[config.mk]
export PLATFORM = sky130hd
export DESIGN_NAME = mpmc11_wr_burst_gen
export DESIGN_NICKNAME = d
export VERILOG_FILES = /design/src/rtl/mpmc11_wr_burst_gen.sv
export SDC_FILE = /design/constraint.sdc
export NUM_CORES = 1
export LEC_CHECK = 0
export BUFFER_PORTS_ARGS = -buffer_cell sky130_fd_sc_hd__buf_2
export CAP_MARGIN = 20
export CELL_PAD_IN_SITES_DETAIL_PLACEMENT = 1
export CELL_PAD_IN_SITES_GLOBAL_PLACEMENT = 2
export CORE_AREA = 2 2 259 261
export DETAILED_ROUTE_END_ITERATION = 12
export DIE_AREA = 0 0 261 263
export GPL_TIMING_DRIVEN = 0
export PLACE_DENSITY_LB_ADDON = 0.1
export SLEW_MARGIN = 20
export SYNTH_ARGS = -nofsm -noshare
export SYNTH_HDL_FRONTEND = slang
export SYNTH_SLANG_ARGS = --single-unit
[constraint.sdc]
create_clock -name clk -period 1.43 [get_ports clk]
set_input_delay 0.143 -clock clk [delete_from_list [all_inputs] [get_ports clk]]
set_output_delay 0.143 -clock clk [all_outputs]
set_load 0.01 [all_outputs]
[src/rtl/mpmc11_wr_burst_gen.sv]
// Write-burst generator: pairs each source data beat with one memory write command.
// MPMC11_WR_MASK_EN enables the byte mask from src_sel; otherwise every byte is written.
module mpmc11_wr_burst_gen #(
  parameter int INC_AMT = 32,
  parameter int DW      = 256
) (
  input  logic              clk,
  input  logic              rst,
  input  logic              req,
  input  logic [5:0]        burst_len,
  input  logic [31:0]       addr_base,
  input  logic              src_valid,
  input  logic [DW-1:0]     src_data,
  input  logic [DW/8-1:0]   src_sel,
  output logic              src_ready,
  input  logic              mem_wdf_rdy,
  output logic              mem_wdf_wren,
  output logic              mem_wdf_end,
  output logic [DW-1:0]     mem_wdf_data,
  output logic [DW/8-1:0]   mem_wdf_mask,
  input  logic              mem_rdy,
  output logic              mem_en,
  output logic [2:0]        mem_cmd,
  output logic [31:0]       mem_addr,
  output logic [5:0]        burst_cnt,
  output logic              busy,
  output logic              done
);

  typedef enum logic [2:0] {
    IDLE   = 3'd0,
    PRESET = 3'd1,
    WDATA  = 3'd2,
    WCMD   = 3'd3,
    DONE   = 3'd4
  } state_t;

  state_t     state;
  logic [5:0] len_q;
  logic       in_wdata;
  logic       unused_bits;

  // NOTE: sequential state uses non-blocking assignments only; the async reset
  // clears every register so a reset mid-burst abandons it with no done pulse.
  always_ff @(posedge clk or negedge rst) begin
    if (!rst) begin
      state     <= IDLE;
      len_q     <= '0;
      mem_addr  <= '0;
      burst_cnt <= '0;
      busy      <= 1'b0;
      done      <= 1'b0;
      mem_en    <= 1'b0;
    end else begin
      done <= 1'b0;
      case (state)
        IDLE: begin
          if (req) begin
            state <= PRESET;
            len_q <= burst_len;
            busy  <= 1'b1;
          end
        end
        PRESET: begin
          state     <= WDATA;
          mem_addr  <= {addr_base[31:5], 5'h0};
          burst_cnt <= '0;
        end
        WDATA: begin
          if (src_valid && mem_wdf_rdy) begin
            state  <= WCMD;
            mem_en <= 1'b1;
          end
        end
        WCMD: begin
          if (mem_rdy) begin
            mem_addr  <= mem_addr + 32'(INC_AMT);
            burst_cnt <= burst_cnt + 6'd1;
            mem_en    <= 1'b0;
            // Compare before the increment so a 64-beat burst ends as the count wraps.
            if (burst_cnt == len_q) begin
              state <= DONE;
              done  <= 1'b1;
            end else begin
              state <= WDATA;
            end
          end
        end
        DONE: begin
          state <= IDLE;
          busy  <= 1'b0;
        end
        default: begin
          state  <= IDLE;
          busy   <= 1'b0;
          mem_en <= 1'b0;
        end
      endcase
    end
  end

  // Data-path handshakes follow the inputs within the WDATA cycle, so they are
  // decoded from the registered state rather than registered themselves.
  assign in_wdata     = (state == WDATA);
  assign src_ready    = in_wdata & mem_wdf_rdy;
  assign mem_wdf_wren = in_wdata & src_valid;
  assign mem_wdf_end  = mem_wdf_wren;
  assign mem_wdf_data = src_data;
  assign mem_cmd      = 3'b000;

`ifdef MPMC11_WR_MASK_EN
  assign mem_wdf_mask = ~src_sel;
`else
  assign mem_wdf_mask = '0;
`endif

  // The command address is always beat aligned; low base bits never reach it.
  assign unused_bits = ^{addr_base[4:0], src_sel};

endmodule
==> metrics.yaml, run 1 <==
cpMostUsedCell: "buf_6"
yosysUniqueCellTypes: 52
viasPerCell: 2.79
critPathMaxFanout: 4
min_delay_path_depth: 2
dieWidth_um: 261
cts.clk_slew.worst_paths_ns: 0.07
port_buffers: 333
cts_max_path_buffers: 2
antenna_cells: 0
pin_count: 667
grt_max_degree: 30
ir_drop_v: 0.000454
grt_usage: 0.0823
grt_overflow_total: 0
layout_setup_ws_ns: -0.132
synth_compound_area_frac: 0.0921
drc: 0
avgSynthCellArea_um2: 8.33
slowest_stage: "dfrtp_2"
dieHeight_um: 263
cts_tree: "done"
synth_adder_area_share: 0.00513
async_reset_ff_frac: 1.00
synth_warnings: 0
dpl.cell_count: 1822
yosysSeqAreaShare: 0.231
clkSinkCount: 45
p_total_mw: 12.0
core_area_um2: 65600
grt_pass1_vias: 5572
max_freq_mhz: 640
p_leak_nw: 4.75
wl_met2_um: 16500
initial_core_util: 0.0743
yosys.area_share.simple: 0.129
period_needed_ns: 1.56
area_growth_pct: 90.7
synth_area_leaders: "buf_4, dfrtp_1, mux2i_1, a21oi_1, o22ai_1"
fin_crit_sh: 1.09
firstDrtPassIters: 4
finalSetupTns_ns: -1.11
max_stage_delay_ns: 0.41
rows: 94
place_ws_ns: -0.657
dieArea_um2: 68600
fin_cells: 1908
antenna_found_initial: 3
synth_flop_cell: "dfrtp_1"
final_util: 0.142
regArea_um2: 1150
yosys.area.top_type: "buf_4"
cts_made_buffers: 5
arrival_ns: 1.42
final_layout_size_suffix_gt1_frac: 0.791
ant_nets: 0
finalSetupViolCount: 27
synth-edff-count: 0
gp_congestion: 0.713
finClkSkew_ns: 0.0125
cts_max_level: 2
cp_cell_sequence: "buf_12 -> nor3b_4 -> and2_4 -> buf_6 -> buf_6"
multi_input_area_um2: 2030
netlist_instances: 585
num-nets-final: 1377
synth-xor-area-share: 0.0198
start_kind: "register"
top_layer: "met5"
grt_setup_unrepaired: "true"
grt_pass1_wl_um: 40700
end_kind: "primary output"
path_depth: 5
hpwlAfterDp_um: 24900
worst-path-buf-inv: 3
clk-insertion-delay-late_ns: 0.31
powerDensity_nw_per_um2: 1290
drt_iter0_drc: 101
wire_per_inst_um: 15.5
syn-cell-area_um2: 4870
synth_top_family_by_area: "buffers and inverters"
max_cap_violations: 0
required_ns: 1.29
wl_met1_um: 11000
synth_mux_area_frac: 0.0426
fillCellCount: 7894
violations: "negative setup slack"
wirelength_um: 29600
cts-root-buf: "clkbuf_16"
hold_viol: 0
met3_wirelength_um: 1950
ys_seq_elements: 45
synth_top_area_frac: 0.460
crit_family: "flip-flops"
drv_slew: 0
reg2regPathDepth: 6
status: "finished, violations left"
worst-setup-path-type: "reg -> out"
hp-class: "in -> reg"
vias: 5324
cells in the mapped netlist, types with 3 or more instances:
cell type  count
a21oi_1       27
a41o_1         3
and2_1         3
and3_1         7
buf_2          6
buf_4        299
dfrtp_1       45
inv_1          6
mux2_2         6
mux2i_1       14
nand2_1       28
nand3_1       16
nand4_1       12
nor2_1        21
nor3_1         7
nor4_1         3
o21ai_0       11
o22ai_1       18
xnor2_1        3
xor2_1         8
layout by cell type, fill, tap and decap left out, types with 5 or more instances in the layout:
| master | Yosys | routed |
|---|---|---|
| mux2_4 | 0 | 6 |
| buf_6 | 2 | 25 |
| conb_1 | 1 | 40 |
| nand4_1 | 12 | 12 |
| dfrtp_1 | 45 | 25 |
| nand3_2 | 1 | 6 |
| mux2i_1 | 14 | 12 |
| a21oi_1 | 27 | 21 |
| nand3_1 | 16 | 8 |
| a21oi_2 | 0 | 6 |
| and3_1 | 7 | 5 |
| inv_1 | 6 | 6 |
| buf_4 | 299 | 352 |
| o22ai_2 | 0 | 9 |
| xor2_1 | 8 | 7 |
| nor2_4 | 1 | 9 |
| buf_12 | 0 | 11 |
| buf_2 | 6 | 329 |
| clkbuf_16 | 0 | 5 |
| o22ai_1 | 18 | 6 |
| nand2_1 | 28 | 24 |
| o21ai_0 | 11 | 6 |
| nor2_1 | 21 | 14 |
| dfrtp_2 | 0 | 20 |
report_power, final:
part	switching, mW	total (mW)	internal, mW
Combinational	4.01	8.23	4.22
Clock	0.616	1.27	0.656
Sequential	0.690	2.52	1.83
metal layers:
layer / vias to the layer above / GRT usage
met3: 13 / 0.0179
met1: 2518 / 0.0918
met2: 251 / 0.160
met5: - / 0
met4: 6 / 0.0106
li1: 2536 / -
layout make-up:
| class | count | area share |
|---|---|---|
| tap | 864 | 0.116 |
| sequential | 45 | 0.124 |
| buffer | 309 | 0.258 |
| clock buffer | 8 | 0.0147 |
| multi-input combinational | 262 | 0.219 |
| timing repair buffer | 414 | 0.266 |
| inverter | 6 | 0.00242 |
worst register-to-register path: stages (launching register included):
cell      delay [ns]
dfrtp_2         0.45
nand4_2         0.17
nor2_4          0.16
buf_6           0.17
nand4_1         0.13
mux2i_1         0.17
o221ai_1        0.13
registers in the layout, summed over array words and instances, names as in the netlist:
register	flops
burst_cnt	6
busy	1
done	1
len_q	6
mem_addr	27
mem_en	1
state	3
worst paths after layout:
kind	from	endpoint	slack (ns)
worst max-delay path	state[1]$_DFFE_PN0P_	mem_wdf_wren	-0.13
worst min-delay path	burst_len[0]	len_q[0]$_DFFE_PN0P_	0.07
min in group asynchronous	rst	mem_addr[12]$_DFFE_PN0P_	0.27
max in group asynchronous	rst	mem_addr[6]$_DFFE_PN0P_	0.63
worst max register to register	mem_addr[8]$_DFFE_PN0P_	mem_addr[30]$_DFFE_PN0P_	-0.10
worst min register to register	busy$_DFFE_PN0P_	busy$_DFFE_PN0P_	0.48
cell families (layout without fill, tap and decap cells):
logic type	Yosys count	count (layout)
fa+ha+maj	2	2
compound gates	73	73
other cells	1	40
flops	45	45
xor+xnor	11	11
mux	20	20
simple gates	116	116
buf+inv	317	737
metrics by stage:
stage,hold WS (ns),area (um^2)
finish,0.0702,9300
global route,0.0585,9300
CTS,0.0466,9000
detailed placement,0.0720,7840
global placement,0.377,7820
floorplan,-0.153,5070
what timing repair did:
action,in CTS,in global routing
setup endpoints to repair,46,42
cloned,2,0
buffers inserted,59,18
gates resized for setup,122,42
hold endpoints to repair,16,0
pin swaps,58,27
hold buffers,1,0
No activity file was read; power rests on OpenSTA's default activity.
==> inputs of run 2 (changes only) <==
MAX_ROUTING_LAYER = met4   (was default)
==> run 2 against run 1 <==
  * The flow still finishes with violations (negative setup slack)
  * Sequential power is essentially flat
  * Largest power group unchanged
  * Count of clock-buffer cells in the layout is the same
  * Routed wire length grew 0.12%
  * Hold slack lost 0.0043 ns
  * Highest routed layer is now met4
  * Power grew 0.45%
==> metrics.yaml, run 2 (synthesized netlist as in run 1, its figures left out) <==
holdPathEnd: "len_q[0]$_DFFE_PN0P_"  # unchanged
slowest_stage: "dfrtp_2"  # unchanged
initial_core_util: 0.0743  # unchanged
gp_congestion: 0.721  # was 0.713
port_buffers: 333  # unchanged
top_regs: "mem_addr x27, burst_cnt x6, len_q x6"  # unchanged
dieWidth_um: 261  # unchanged
critPathMaxFanout: 4  # unchanged
drv_slew: 0  # unchanged
dieHeight_um: 263  # unchanged
clkSinkCount: 45  # unchanged
dieArea_um2: 68600  # unchanged
cts_made_buffers: 5  # unchanged
p_total_mw: 12.1  # was 12.0 mW
antenna_found_initial: 2  # was 3
p_leak_nw: 4.74  # was 4.75 nW
violations: "negative setup slack"  # unchanged
dpl.cell_count: 1822  # unchanged
grt_setup_unrepaired: "true"  # unchanged
cts_max_path_buffers: 2  # unchanged
drt_iter0_drc: 97  # was 101
rows: 94  # unchanged
worst-path-buf-inv: 3  # unchanged
wl_met1_um: 11100  # was 11000 um
cp_cell_sequence: "buf_12 -> nor3b_4 -> and2_4 -> buf_6 -> buf_6"  # unchanged
max_cap_violations: 0  # unchanged
reg2reg_slack_ns: -0.10  # about the same
reg2regPathDepth: 6  # unchanged
ir_drop_v: 0.000465  # was 0.000454 V
final_layout_size_suffix_gt1_frac: 0.792  # was 0.791
clk-insertion-delay-late_ns: 0.32  # was 0.31 ns
finClkSkew_ns: 0.0127  # was 0.0125 ns
largest_reg_flops: 27  # unchanged
wire_per_inst_um: 15.5  # about the same
num-nets-final: 1376  # was 1377
end_kind: "primary output"  # unchanged
met3_wirelength_um: 1900  # was 1950 um
layout_common_cells: "buf_4, buf_2, conb_1"  # unchanged
period_needed_ns: 1.57  # was 1.56 ns
cts_max_level: 2  # unchanged
ant_nets: 0  # unchanged
grt_pass1_vias: 5598  # was 5572
hold_viol: 0  # unchanged
fin_crit_sh: 1.10  # was 1.09
fillCellCount: 7887  # was 7894
wl_met2_um: 16500  # about the same
hp-class: "in -> reg"  # unchanged
arrival_ns: 1.42  # about the same
hpwlAfterDp_um: 24900  # unchanged
grt_overflow_total: 0  # unchanged
final_util: 0.142  # about the same
status: "finished, violations left"  # unchanged
stdcell_area_um2: 9310  # was 9300 um^2
grt_max_degree: 30  # unchanged
core_area_um2: 65600  # unchanged
finalSetupViolCount: 28  # was 27
top_layer: "met4"  # was met5
layout_commonest_cell: "buf_4"  # unchanged
start_kind: "register"  # unchanged
firstDrtPassIters: 4  # unchanged
cpMostUsedCell: "buf_6"  # unchanged
viasPerCell: 2.79  # about the same
cts-root-buf: "clkbuf_16"  # unchanged
required_ns: 1.29  # about the same
area_growth_pct: 91.0  # was 90.7%
place_area_um2: 7840  # unchanged
wirelength_um: 29700  # was 29600 um
cts_tree: "done"  # unchanged
grt_usage: 0.0846  # was 0.0823
vias: 5326  # was 5324
pin_count: 667  # unchanged
grt_pass1_wl_um: 40700  # about the same
r2r_end: "mem_addr[30]$_DFFE_PN0P_"  # unchanged
crit_family: "flip-flops"  # unchanged
max_stage_delay_ns: 0.41  # about the same
min_delay_path_depth: 2  # unchanged
drc: 0  # unchanged
largest-register: "mem_addr"  # unchanged
max_freq_mhz: 638  # was 640 MHz
fin_cells: 1910  # was 1908
worstReg2RegStart: "mem_addr[5]$_DFFE_PN0P_"  # was mem_addr[8]$_DFFE_PN0P_
worst-setup-path-type: "reg -> out"  # unchanged
powerDensity_nw_per_um2: 1300  # was 1290 nW/um^2
hp-start: "burst_len[0]"  # unchanged
layout_setup_ws_ns: -0.136  # was -0.132 ns
cts.clk_slew.worst_paths_ns: 0.07  # about the same
[run 2: layout make-up]
| type | count | area (um^2) | share of cell area |
|---|---|---|---|
| clock buffer | 8 | 136 | 0.0147 |
| tap | 864 | 1080 | 0.116 |
| buffer | 309 | 2400 | 0.258 |
| inverter | 6 | 22.5 | 0.00242 |
| antenna | 3 | 7.51 | 0.000806 |
| sequential | 45 | 1150 | 0.124 |
| multi-input combinational | 262 | 2040 | 0.219 |
| timing repair buffer | 413 | 2470 | 0.265 |
[run 2: worst max path at each step]
stage / start / to / slack [ns] / cells after the start
after detailed placement: state[1]$_DFFE_PN0P_ / mem_addr[22]$_DFFE_PN0P_ / -0.66 / 4
after CTS: state[1]$_DFFE_PN0P_ / mem_wdf_wren / -0.20 / 5
after global placement: state[1]$_DFFE_PN0P_ / mem_addr[22]$_DFFE_PN0P_ / -0.64 / 4
after floorplan: mem_addr[5]$_DFFE_PN0P_ / mem_addr[29]$_DFFE_PN0P_ / -0.06 / 6
final: state[1]$_DFFE_PN0P_ / mem_wdf_wren / -0.14 / 5
after global routing: mem_addr[5]$_DFFE_PN0P_ / mem_addr[30]$_DFFE_PN0P_ / -0.23 / 6
[run 2: power by group]
group          switching, mW  internal [mW]  total [mW]
sequential             0.700           1.83        2.53
clock                  0.625          0.656        1.28
combinational           4.02           4.24        8.26
[run 2: per-stage QoR]
stage	worst slack, ns	TNS [ns]	hold slack [ns]
floorplan	-0.0585	-0.0946	-0.153
global placement	-0.640	-19.62	0.377
detailed placement	-0.657	-16.66	0.0720
CTS	-0.197	-2.49	0.0466
global route	-0.231	-4.72	0.0602
finish	-0.136	-1.16	0.0660
[run 2: worst register-to-register path, delay by kind of cell, from the launching register on]
kind,cells,cell delay (ns)
muxes,1,0.17
and+or+nand+nor,3,0.49
AOI/OAI and AO/OA,1,0.13
buffers and inverters,1,0.17
DFF,1,0.43
[run 2: what timing repair did]
action                     in CTS  in global routing
hold buffers                    1                  0
hold endpoints to repair       16                  0
pin swaps                      58                 28
setup buffers                  59                 17
setup endpoints to repair      46                 42
gates cloned                    2                  0
resized for setup             122                 46
[run 2: metal layers]
layer  up-vias  track usage
li1       2539            -
met1      2527       0.0918
met2       250        0.160
met3        10       0.0174
met4         0       0.0106
met5         -            -
==> inputs of run 3 (changes only) <==
==> constraint.sdc (replaced) <==
create_clock -name clk -period 1.43 [get_ports clk]
set_input_delay 0.286 -clock clk [delete_from_list [all_inputs] [get_ports clk]]
set_output_delay 0.286 -clock clk [all_outputs]
set_load 0.01 [all_outputs]
==> run 3 against run 2 <==
  * The run still ends with negative setup slack left
  * Core utilization rose by 0.15 points
  * Critical path depth unchanged
  * Design area up 1.1%
  * Sequential power up 3%
  * Clock skew shrank 0.0012 ns
  * Routed wire length rose by 1.1%
  * Clock power about the same
  * Non-clock buffer count rose by 3
  * Global-route usage grew 0.10 points
  * Critical endpoint unchanged
  * Largest power group unchanged
  * Highest routed layer unchanged
==> metrics.yaml, run 3 (synthesized netlist as in run 1, its figures left out) <==
area_growth_pct: 93.0  # was 91.0%
drc: 0  # unchanged
max_freq_mhz: 595  # was 638 MHz
max_cap_violations: 0  # unchanged
cp_cell_sequence: "buf_8 -> nor3b_4 -> and2_4 -> buf_6 -> buf_6"  # was buf_12 -> nor3b_4 -> and2_4 -> buf_6 -> buf_6
largest_reg_flops: 27  # unchanged
cts_made_buffers: 5  # unchanged
grt_max_degree: 30  # unchanged
crit_family: "flip-flops"  # unchanged
port_buffers: 333  # unchanged
finalSetupTns_ns: -3.70  # was -1.16 ns
cts_max_level: 2  # unchanged
pin_count: 667  # unchanged
grt_pass1_vias: 5689  # was 5598
drt_iter0_drc: 111  # was 97
required_ns: 1.14  # was 1.29 ns
num-nets-final: 1379  # was 1376
viasPerCell: 2.78  # was 2.79
grt_usage: 0.0856  # was 0.0846
critPathMaxFanout: 4  # unchanged
ir_drop_v: 0.000460  # was 0.000465 V
status: "finished, violations left"  # unchanged
multi_input_area_um2: 2110  # was 2040 um^2
cts.clk_slew.worst_paths_ns: 0.07  # about the same
antenna_found_initial: 2  # unchanged
fin_crit_sh: 1.17  # was 1.10
regArea_um2: 1150  # about the same
start_kind: "register"  # unchanged
initial_core_util: 0.0743  # unchanged
cts_tree: "done"  # unchanged
finClkSkew_ns: 0.0115  # was 0.0127 ns
place_ws_ns: -0.657  # unchanged
rows: 94  # unchanged
largest-register: "mem_addr"  # unchanged
worst-setup-path-type: "reg -> out"  # unchanged
hold_viol: 0  # unchanged
hp-class: "in -> reg"  # unchanged
hpwlAfterDp_um: 24900  # unchanged
end_kind: "primary output"  # unchanged
wire_per_inst_um: 15.7  # was 15.5 um
gp_congestion: 0.721  # unchanged
powerDensity_nw_per_um2: 1300  # about the same
final_layout_size_suffix_gt1_frac: 0.802  # was 0.792
cts_max_path_buffers: 2  # unchanged
hold_ws_ns: 0.212  # was 0.0660 ns
fillCellCount: 7887  # unchanged
dieWidth_um: 261  # unchanged
period_needed_ns: 1.68  # was 1.57 ns
firstDrtPassIters: 4  # unchanged
clkSinkCount: 45  # unchanged
slowest_stage: "dfrtp_2"  # unchanged
p_leak_nw: 4.78  # was 4.74 nW
layout_common_cells: "buf_4, buf_2, conb_1"  # unchanged
grt_setup_unrepaired: "true"  # unchanged
layout_setup_ws_ns: -0.249  # was -0.136 ns
worst-path-buf-inv: 3  # unchanged
core_area_um2: 65600  # unchanged
top_regs: "mem_addr x27, burst_cnt x6, len_q x6"  # unchanged
violations: "negative setup slack"  # unchanged
cts-root-buf: "clkbuf_16"  # unchanged
grt_pass1_wl_um: 41100  # was 40700 um
vias: 5310  # was 5326
place_area_um2: 7840  # unchanged
ant_nets: 0  # unchanged
max_stage_delay_ns: 0.43  # was 0.41 ns
dieArea_um2: 68600  # unchanged
reg2reg_slack_ns: -0.17  # was -0.10 ns
finalSetupViolCount: 32  # was 28
drv_slew: 0  # unchanged
clk-insertion-delay-late_ns: 0.31  # was 0.32 ns
cpMostUsedCell: "buf_6"  # unchanged
arrival_ns: 1.39  # was 1.42 ns
stdcell_area_um2: 9410  # was 9310 um^2
dieHeight_um: 263  # unchanged
grt_overflow_total: 0  # unchanged
wirelength_um: 30000  # was 29700 um
layout_commonest_cell: "buf_4"  # unchanged
-- run 3: changes by cell type in the layout (fill, tap and decap cells not counted), sizes merged --
cell   before  now
diode       3    2
buf       719  722
-- run 3: routing by layer --
layer  track usage  routed length (um)  share of wire  vias to the layer above
met2         0.163               16600           0.55                      246
met3        0.0174                1860          0.062                       10
met5             -                   0              0                        -
met4        0.0118                 200         0.0067                        0
li1              -                   -              -                     2542
met1        0.0922               11300           0.38                     2512
-- run 3: worst paths after layout --
path / start / endpoint / depth (start not counted)
hold reg to reg: busy$_DFFE_PN0P_ / busy$_DFFE_PN0P_ / 1
min in group asynchronous: rst / mem_addr[12]$_DFFE_PN0P_ / 2
max in group asynchronous: rst / mem_addr[6]$_DFFE_PN0P_ / 3
hold / removal: burst_len[0] / len_q[0]$_DFFE_PN0P_ / 2
setup / recovery: state[1]$_DFFE_PN0P_ / mem_wdf_wren / 5
setup reg to reg: state[1]$_DFFE_PN0P_ / mem_addr[29]$_DFFE_PN0P_ / 8
-- run 3: where the power goes --
group / total [mW] / internal, mW / switching [mW]
Clock: 1.27 / 0.656 / 0.615
Combinational: 8.33 / 4.26 / 4.07
Sequential: 2.61 / 1.84 / 0.776
-- run 3: layout make-up --
cell class | count | area share
multi-input combinational | 262 | 0.224
inverter | 6 | 0.00239
clock buffer | 8 | 0.0145
buffer | 308 | 0.255
sequential | 45 | 0.123
antenna | 2 | 0.000532
timing repair buffer | 417 | 0.265
tap | 864 | 0.115
-- run 3: worst register-to-register path: cells and delay by family, from the launching register on --
kind	cells	cell delay (ns)
AND/OR/NAND/NOR	3	0.46
buffers and inverters	3	0.41
AO/OA/AOI/OAI	2	0.17
flip-flops	1	0.43
-- run 3: timing repair --
| action | CTS | global route |
|---|---|---|
| pin swaps | 35 | 54 |
| hold buffers | 1 | 0 |
| setup buffers | 63 | 19 |
| endpoints found under the setup margin | 46 | 47 |
| cloned | 2 | 1 |
| resized for setup | 123 | 72 |
| endpoints found under the hold margin | 16 | 0 |
-- run 3: metrics by stage --
stage               total power, mW  utilization  instances
floorplan                      5.54            -        624
global placement               8.06        0.119       1821
detailed placement             8.07        0.119       1822
CTS                            11.7        0.138       1896
global route                   13.3        0.143       1912
finish                         12.2        0.143       1912
